### config.mk
export PLATFORM = sky130hd
export DESIGN_NAME = load_response_aligner
export DESIGN_NICKNAME = d
export VERILOG_FILES = /design/src/rtl/load_response_aligner.sv
export SDC_FILE = /design/constraint.sdc
export NUM_CORES = 1
export LEC_CHECK = 0
export ABC_AREA = 1
export BUFFER_PORTS_ARGS = -buffer_cell sky130_fd_sc_hd__buf_4
export CAP_MARGIN = 10
export CORE_ASPECT_RATIO = 1.5
export CORE_MARGIN = 3
export CORE_UTILIZATION = 24
export CTS_BUF_LIST = sky130_fd_sc_hd__clkbuf_16
export CTS_CLUSTER_DIAMETER = 50
export DETAILED_ROUTE_END_ITERATION = 8
export GPL_TIMING_DRIVEN = 1
export SYNTH_ARGS = -nofsm -noshare
export SYNTH_HDL_FRONTEND = slang
export SYNTH_SLANG_ARGS = --single-unit
### constraint.sdc
create_clock -name clk_i -period 5.4 [get_ports clk_i]
set_input_delay 1.08 -clock clk_i [delete_from_list [all_inputs] [get_ports clk_i]]
set_output_delay 1.08 -clock clk_i [all_outputs]
set_load 0.03 [all_outputs]
### src/rtl/load_response_aligner.sv
// Load response aligner: in-order metadata FIFO plus byte/halfword extract and extend.
// Optional performance counters are enabled by defining LOAD_PERF_CNT_EN.
module load_response_aligner #(
    parameter int unsigned DEPTH = 4,
    parameter int unsigned XLEN  = 32
) (
    input  logic            clk_i,
    input  logic            rst_i,
    input  logic            req_valid_i,
    output logic            req_ready_o,
    input  logic [XLEN-1:0] req_address_i,
    input  logic [2:0]      req_f3_i,
    input  logic            rsp_valid_i,
    output logic            rsp_ready_o,
    input  logic [XLEN-1:0] rsp_rdata_i,
    output logic            out_valid_o,
    input  logic            out_ready_i,
    output logic [XLEN-1:0] out_data_o,
    output logic            out_err_o
`ifdef LOAD_PERF_CNT_EN
    ,
    output logic [31:0]     perf_load_count_o,
    output logic [31:0]     perf_stall_count_o
`endif
);

    localparam int unsigned PtrW = (DEPTH > 1) ? $clog2(DEPTH) : 1;
    localparam int unsigned CntW = $clog2(DEPTH + 1);

    // Each entry is {funct3, address[1:0]}
    typedef logic [4:0] meta_t;

    meta_t           meta_q [DEPTH];
    logic [PtrW-1:0] wr_ptr_q, wr_ptr_d;
    logic [PtrW-1:0] rd_ptr_q, rd_ptr_d;
    logic [CntW-1:0] count_q, count_d;
    logic            out_valid_q, out_valid_d;
    logic [XLEN-1:0] out_data_q, out_data_d;
    logic            out_err_q, out_err_d;

    logic            push, pop;
    meta_t           head;
    logic [2:0]      head_f3;
    logic [1:0]      head_off;
    logic [7:0]      byte_sel;
    logic [15:0]     half_sel;
    logic [XLEN-1:0] fmt_data;
    logic            fmt_err;
    logic            unused_addr_hi;

    assign unused_addr_hi = ^req_address_i[XLEN-1:2];

    assign req_ready_o = (count_q < CntW'(DEPTH));
    assign rsp_ready_o = (count_q != '0) && (!out_valid_q || out_ready_i);
    assign push        = req_valid_i && req_ready_o;
    assign pop         = rsp_valid_i && rsp_ready_o;

    always_ff @(posedge clk_i) begin
        if (push) begin
            meta_q[wr_ptr_q] <= {req_f3_i, req_address_i[1:0]};
        end
    end

    always_comb begin
        wr_ptr_d = push ? wr_ptr_q + PtrW'(1) : wr_ptr_q;
        rd_ptr_d = pop ? rd_ptr_q + PtrW'(1) : rd_ptr_q;
        count_d  = count_q;
        case ({push, pop})
            2'b10:   count_d = count_q + CntW'(1);
            2'b01:   count_d = count_q - CntW'(1);
            default: count_d = count_q;
        endcase
    end

    assign head     = meta_q[rd_ptr_q];
    assign head_f3  = head[4:2];
    assign head_off = head[1:0];
    assign byte_sel = rsp_rdata_i[{head_off, 3'b000} +: 8];
    assign half_sel = rsp_rdata_i[{head_off[1], 4'b0000} +: 16];

    always_comb begin
        fmt_data = '0;
        fmt_err  = 1'b0;
        case (head_f3)
            3'b000: fmt_data = {{(XLEN-8){byte_sel[7]}}, byte_sel};
            3'b100: fmt_data = {{(XLEN-8){1'b0}}, byte_sel};
            3'b001, 3'b101: begin
                if (head_off[0]) begin
                    fmt_err = 1'b1;
                end else begin
                    // Bit 2 of funct3 selects zero extension
                    fmt_data = {{(XLEN-16){half_sel[15] & ~head_f3[2]}}, half_sel};
                end
            end
            3'b010: begin
                if (head_off != 2'b00) begin
                    fmt_err = 1'b1;
                end else begin
                    fmt_data = rsp_rdata_i;
                end
            end
            default: fmt_err = 1'b1;
        endcase
    end

    always_comb begin
        out_valid_d = out_valid_q;
        out_data_d  = out_data_q;
        out_err_d   = out_err_q;
        if (pop) begin
            out_valid_d = 1'b1;
            out_data_d  = fmt_data;
            out_err_d   = fmt_err;
        end else if (out_valid_q && out_ready_i) begin
            out_valid_d = 1'b0;
        end
    end

    always_ff @(posedge clk_i) begin
        if (rst_i) begin
            wr_ptr_q    <= '0;
            rd_ptr_q    <= '0;
            count_q     <= '0;
            out_valid_q <= 1'b0;
            out_data_q  <= '0;
            out_err_q   <= 1'b0;
        end else begin
            wr_ptr_q    <= wr_ptr_d;
            rd_ptr_q    <= rd_ptr_d;
            count_q     <= count_d;
            out_valid_q <= out_valid_d;
            out_data_q  <= out_data_d;
            out_err_q   <= out_err_d;
        end
    end

    assign out_valid_o = out_valid_q;
    assign out_data_o  = out_data_q;
    assign out_err_o   = out_err_q;

`ifdef LOAD_PERF_CNT_EN
    logic [31:0] perf_load_q, perf_load_d;
    logic [31:0] perf_stall_q, perf_stall_d;

    always_comb begin
        perf_load_d  = perf_load_q;
        perf_stall_d = perf_stall_q;
        if (out_valid_q && out_ready_i) begin
            perf_load_d = perf_load_q + 32'd1;
        end
        if (out_valid_q && !out_ready_i) begin
            perf_stall_d = perf_stall_q + 32'd1;
        end
    end

    always_ff @(posedge clk_i) begin
        if (rst_i) begin
            perf_load_q  <= '0;
            perf_stall_q <= '0;
        end else begin
            perf_load_q  <= perf_load_d;
            perf_stall_q <= perf_stall_d;
        end
    end

    assign perf_load_count_o  = perf_load_q;
    assign perf_stall_count_o = perf_stall_q;
`endif

endmodule
==> results.toml, run 1 <==
[floorplan]
io_pins = 108
die_w_um = 104
die_h_um = 152
die_area_um2 = 15800
core_um2 = 13700
start_util_pct = 25.0
rows = 52

[route]
drc_errors = 0
drt-initial-drc-count = 107
routedWlPerCell_um = 13.3
route.vias.total = 3036
routed_wl_um = 9130
drt-vias-per-instance = 4.43
firstDrtPassIters = 4
postRouteAntennaNets = 0

[clock_tree]
clock-sinks = 63
cts_max_path_buffers = 2
tritoncts = "built"
hold_buffers = 0
cts_buffers = 9
clk_pin_slew_ps = 50
clk_root_buffer_cell = "clkbuf_16"
cts_resized = 0
clk_latency_ps = 330
post_cts_buffers = 0
htreeDepth = 3

[final_layout]
nNetsFinal = 569
nFillCells = 1447
antenna_cells = 0
drive_gt1_share_pct = 32.1
fin_cells = 685
syn2layout_area_growth_pct = 27.5

[timing]
tightest_slew_ps = 560
rsz0062_at_grt = "false"
setup_viol = 0
max_freq_mhz = 374
setup_tns_ps = 0
min_period_ps = 2680
slew_violations = 0
fin_hold_ws_ps = 467
slew_headroom_pct = 62.7
period_share_pct = 49.6
final_hold_viol_count = 0
clock_skew_ps = 8.38

[synthesis]
synth-adder-area-share_pct = 2.41
synth_common_cells = "113 x nand2_1, 43 x dfxtp_1, 42 x nand3_1, 37 x inv_1"
synth_flop_cell = "dfxtp_1"
async_flop_share_pct = 0
synth_top_family_by_area = "simple AND/OR/NAND/NOR gates"
synth_area_um2 = 3430
synth.area.top_cells = "dfxtp_1 25%, edfxtp_1 18%, nand2_1 12%, nand3_1 6.1%, nand3_2 5.5%"
synth_cell_type_count = 31
yosysTopAreaCellShare_pct = 25.1
synth-edff-count = 20
syn_nets = 501
syn-mean-instance-area_um2 = 8.11
synth-seq-cells = 63
yosysWarnings = 0
synth.area.mux_share_pct = 0
synth-xor-area-share_pct = 0
synth.most_common_cell = "nand2_1"
synth-compound-area-share_pct = 12.1
synth_cells = 423
synthSimpleGateAreaFrac_pct = 33.7
ys_seq_area_share_pct = 42.6
synth_area_leader_cell = "dfxtp_1"

[worst_setup_path]
worst_path_largest_cell_delay_ps = 380
worstPathArrival_ps = 2950
cp-start-kind = "input port"
criticalPathCategory = "input port to flop"
rrSetupSlack_ps = 3070
reg2reg_depth = 10
crit_required_ps = 5670
slowest_stage = "fa_1"
crit_chain = "buf_4, nor2_1, a31oi_1, nand2_1, buf_4, inv_1, ha_1, inv_1, fa_1, a21oi_1, o21ai_0, a21oi_1, o21a_1"
reg2reg_to = "out_data_o[6]"
crit_path_max_fanout = 35
cp-end-kind = "flop"

[global_routing]
gr-total-overflow = 0
grt_usage_pct = 11.8
grt_max_degree = 43
use_met1_pct = 12.7
grt_pass1_vias = 3032
grt_util_met3_pct = 3.86
grt_pass1_wl_um = 15100
antenna_found_initial = 0
top_usage_layer = "met2"
grt_use_met2_pct = 20.9

[status]
outcome = "finished, final reports clean"

[power_and_ir_drop]
leakagePower_nw = 1.93
ir_worst_vdd_v = 0.000152
power_density_nw_per_um2 = 471

[worst_hold_path]
worstHoldPathCells = 2
min_to = "out_data_o[3]"
hp-start = "out_data_o[3]"
worstHoldPathType = "flop to flop"

[place]
io_buffer_count = 77
routabilityCongestion = 0.868
dp_cells = 669
dp_hpwl_um = 7040

[flow_run]
drv_cap = 0
[placed cells by master, fill, tap and decap left out, drive strengths merged, types with 4 or more instances in the layout]
cell type | netlist | layout
a21oi | 37 | 37
nand3 | 62 | 62
o21ai | 4 | 4
inv | 40 | 43
buf | 14 | 79
dfxtp | 43 | 43
nor2 | 23 | 23
edfxtp | 20 | 20
nand4 | 8 | 8
nand2 | 132 | 132
clkbuf | 8 | 9
o22ai | 14 | 14
ha | 5 | 5
[worst max path at each step]
stage	startpoint	end	slack, ps
final	out_ready_i	count_q[2]	2720
after global routing	out_ready_i	count_q[2]	2490
after CTS	out_ready_i	count_q[2]	2730
after detailed placement	out_ready_i	count_q[2]	2380
after global placement	out_ready_i	count_q[2]	2420
after floorplan	out_ready_i	count_q[2]	1890
[critical path, delay by kind of cell]
family                     cells  cell delay, ps
AOI/OAI and AO/OA              5             710
and+or+nand+nor                2             110
buffers and inverters          4             520
adders and majority gates      2             530
[per-layer routing]
| layer | vias up | routed length, um |
|---|---|---|
| met3 | 21 | 570 |
| met1 | 1402 | 3510 |
| met4 | 0 | 283 |
| li1 | 1533 | - |
| met2 | 80 | 4760 |
| met5 | - | 0 |
[report_power, final]
group / leakage (nW) / total (mW) / switching (mW) / internal [mW]
sequential: 0.533 / 0.613 / 0.0448 / 0.569
combinational: 1.26 / 0.939 / 0.641 / 0.297
clock: 0.130 / 0.507 / 0.202 / 0.306
total: 1.93 / 2.06 / 0.888 / 1.17
[flip-flops by register name, indices dropped and copies added (netlist names), named ones only]
name	count
meta_q	20
rd_ptr_q	2
wr_ptr_q	2
out_valid_o	1
count_q	3
out_data_o	32
out_err_o	1
[cell families after synthesis]
family / after synthesis
adders and majority gates: 6
and+or+nand+nor: 228
buffers and inverters: 64
AOI/OAI and AO/OA: 62
DFF: 63
[final cells by class]
type	count	area (um2)	area share, %
clock inverter	7	41.3	0.944
clock buffer	9	225	5.15
tap	189	236	5.41
multi-input combinational	296	1650	37.8
inverter	42	160	3.66
timing repair buffer	79	593	13.6
sequential	63	1460	33.4
[stage by stage]
stage               instance area (um2)  total power, mW  worst slack (ps)  util [%]
detailed placement                 4110             1.57              2380      29.9
floorplan                          3430             1.36              1890         -
global placement                   4110             1.55              2420      29.9
CTS                                4370             2.08              2730      31.8
global route                       4370             2.21              2490      31.8
finish                             4370             2.06              2720      31.8
Power figures use the tool's default switching activity.
==> run 2: changes to the inputs <==
==> constraint.sdc (replaced) <==
create_clock -name clk_i -period 2.5 [get_ports clk_i]
set_input_delay 0.5 -clock clk_i [delete_from_list [all_inputs] [get_ports clk_i]]
set_output_delay 0.5 -clock clk_i [all_outputs]
set_load 0.03 [all_outputs]
==> run 2 against run 1 <==
- sequential share of layout area down 0.49 points
- power rose by 130%
- core utilization increased by 0.47 points
- clock skew down 1.3 ps
- cell count grew 0.15%
- design area up 1.5%
- non-clock buffer count rose by 1
- flip-flop and latch count unchanged
- critical endpoint is now out_data_o[19]
- largest power group unchanged
==> results.toml, run 2 (synthesis results as in run 1) <==
[status]
outcome = "finished, final reports clean"

[timing]
slew_violations = 0
rsz0062_at_grt = "false"
setup_ws_ps = 352
setup_tns_ps = 0
max_freq_mhz = 465
tightest_slew_ps = 547
setup_viol = 0
slew_headroom_pct = 63.5
min_period_ps = 2150
clock_skew_ps = 7.11
final_hold_viol_count = 0
period_share_pct = 85.9

[clock_tree]
cts_buffers = 9
clk_root_buffer_cell = "clkbuf_16"
tritoncts = "built"
htreeDepth = 3
clk_latency_ps = 330
clk_pin_slew_ps = 50
post_cts_buffers = 0
cts_resized = 0
hold_buffers = 0
clock-sinks = 63
cts_max_path_buffers = 2

[floorplan]
die_h_um = 152
rows = 52
die_w_um = 104
die_area_um2 = 15800
core_um2 = 13700
io_pins = 108
start_util_pct = 25.0

[route]
postRouteAntennaNets = 0
drt-initial-drc-count = 93
route.vias.total = 3048
firstDrtPassIters = 4
drt-vias-per-instance = 4.44
routed_wl_um = 9310
routedWlPerCell_um = 13.6
drc_errors = 0

[final_layout]
final_common_cell = "nand2_1"
layout_common_cells = "112 x nand2_1, 80 x buf_4, 43 x dfxtp_1"
largest_register_ffs = 32
antenna_cells = 0
drive_gt1_share_pct = 32.4
syn2layout_area_growth_pct = 29.4
nNetsFinal = 570

[worst_hold_path]
worstHoldPathType = "input port to flop"
worstHoldPathCells = 1

[worst_setup_path]
cp_top_family = "simple AND/OR/NAND/NOR gates"
crit_path_max_fanout = 23
crit_chain = "inv_2, nand2_1, nand3_1, nand2_2, nand2_4, clkinv_2, buf_4, nand3_1, nand3_1, nand2_1, a21oi_2"
crit_required_ps = 2760
slowest_stage = "dfxtp_1"
criticalPathCategory = "flop to flop"
crit_top_cell = "nand3_1"
cp-end-kind = "flop"
worstPathArrival_ps = 2410
cp-start-kind = "flop"
worst_path_largest_cell_delay_ps = 580
worst-path-buf-inv = 3
reg2reg_depth = 11
crit_cells = 11

[global_routing]
grt_util_met3_pct = 3.60
antenna_found_initial = 0
use_met1_pct = 12.5
grt_pass1_wl_um = 15500
grt_pass1_vias = 3149
grt_use_met2_pct = 22.6
grt_usage_pct = 12.1
gr-total-overflow = 0
grt_max_degree = 43
top_usage_layer = "met2"

[power_and_ir_drop]
leakagePower_nw = 1.96
ir_worst_vdd_v = 0.000326
power_density_nw_per_um2 = 1050

[place]
io_buffer_count = 77
pre_cts_slack_ps = 317
routabilityCongestion = 0.851
dp_hpwl_um = 7170

[flow_run]
drv_cap = 0
==> run 2: cell types whose count changed in the layout (fill, tap and decap cells not counted), sizes merged <==
cell,change
clkinv,+2
buf,+1
bufinv,+2
inv,-1
clkinvlp,-3
==> run 2: layer usage <==
| metal | vias to the layer above | routed length [um] |
|---|---|---|
| li1 | 1537 | - |
| met1 | 1387 | 3420 |
| met2 | 108 | 5020 |
| met3 | 16 | 640 |
| met4 | 0 | 236 |
| met5 | - | 0 |
==> run 2: cell type report <==
cell class,count,area [um2]
clock buffer,9,225
clock inverter,7,81.3
fill,1446,9290
inverter,42,160
multi-input combinational,296,1670
sequential,63,1460
tap,189,236
timing repair buffer,80,601
==> run 2: worst reg2reg max path, cell delays in order (launching register included) <==
cell      delay, ps
dfxtp_1         580
inv_2           150
nand2_1         110
nand3_1          80
nand2_2         240
nand2_4         150
clkinv_2         90
buf_4           250
nand3_1         120
nand3_1         110
nand2_1          80
a21oi_2         130
==> run 2: through the flow <==
stage / utilization [%] / cells / total power [mW] / hold WS, ps / instance area (um2)
3_5_place_dp: 30.1 / 670 / 3.43 / 461 / 4130
4_1_cts: 32.3 / 686 / 4.73 / 364 / 4440
5_1_grt: 32.3 / 686 / 5.01 / 363 / 4440
3_3_place_gp: 30.1 / 670 / 3.39 / 453 / 4130
2_1_floorplan: - / 423 / 2.96 / 444 / 3450
6_report: 32.3 / 686 / 4.67 / 375 / 4440
==> run 2: worst paths after layout <==
| path | startpoint | endpoint | slack, ps |
|---|---|---|---|
| setup / recovery | flop | out_data_o[19] | 350 |
| hold / removal | req_f3_i[2] | meta_q[1][4] | 370 |
| setup reg to reg | flop | out_data_o[19] | 350 |
| hold reg to reg | count_q[0] | count_q[0] | 470 |
==> run 2: report_power, final <==
part	internal (mW)	switching, mW
combinational	0.668	1.40
sequential	1.23	0.0965
clock	0.856	0.419
total	2.75	1.92
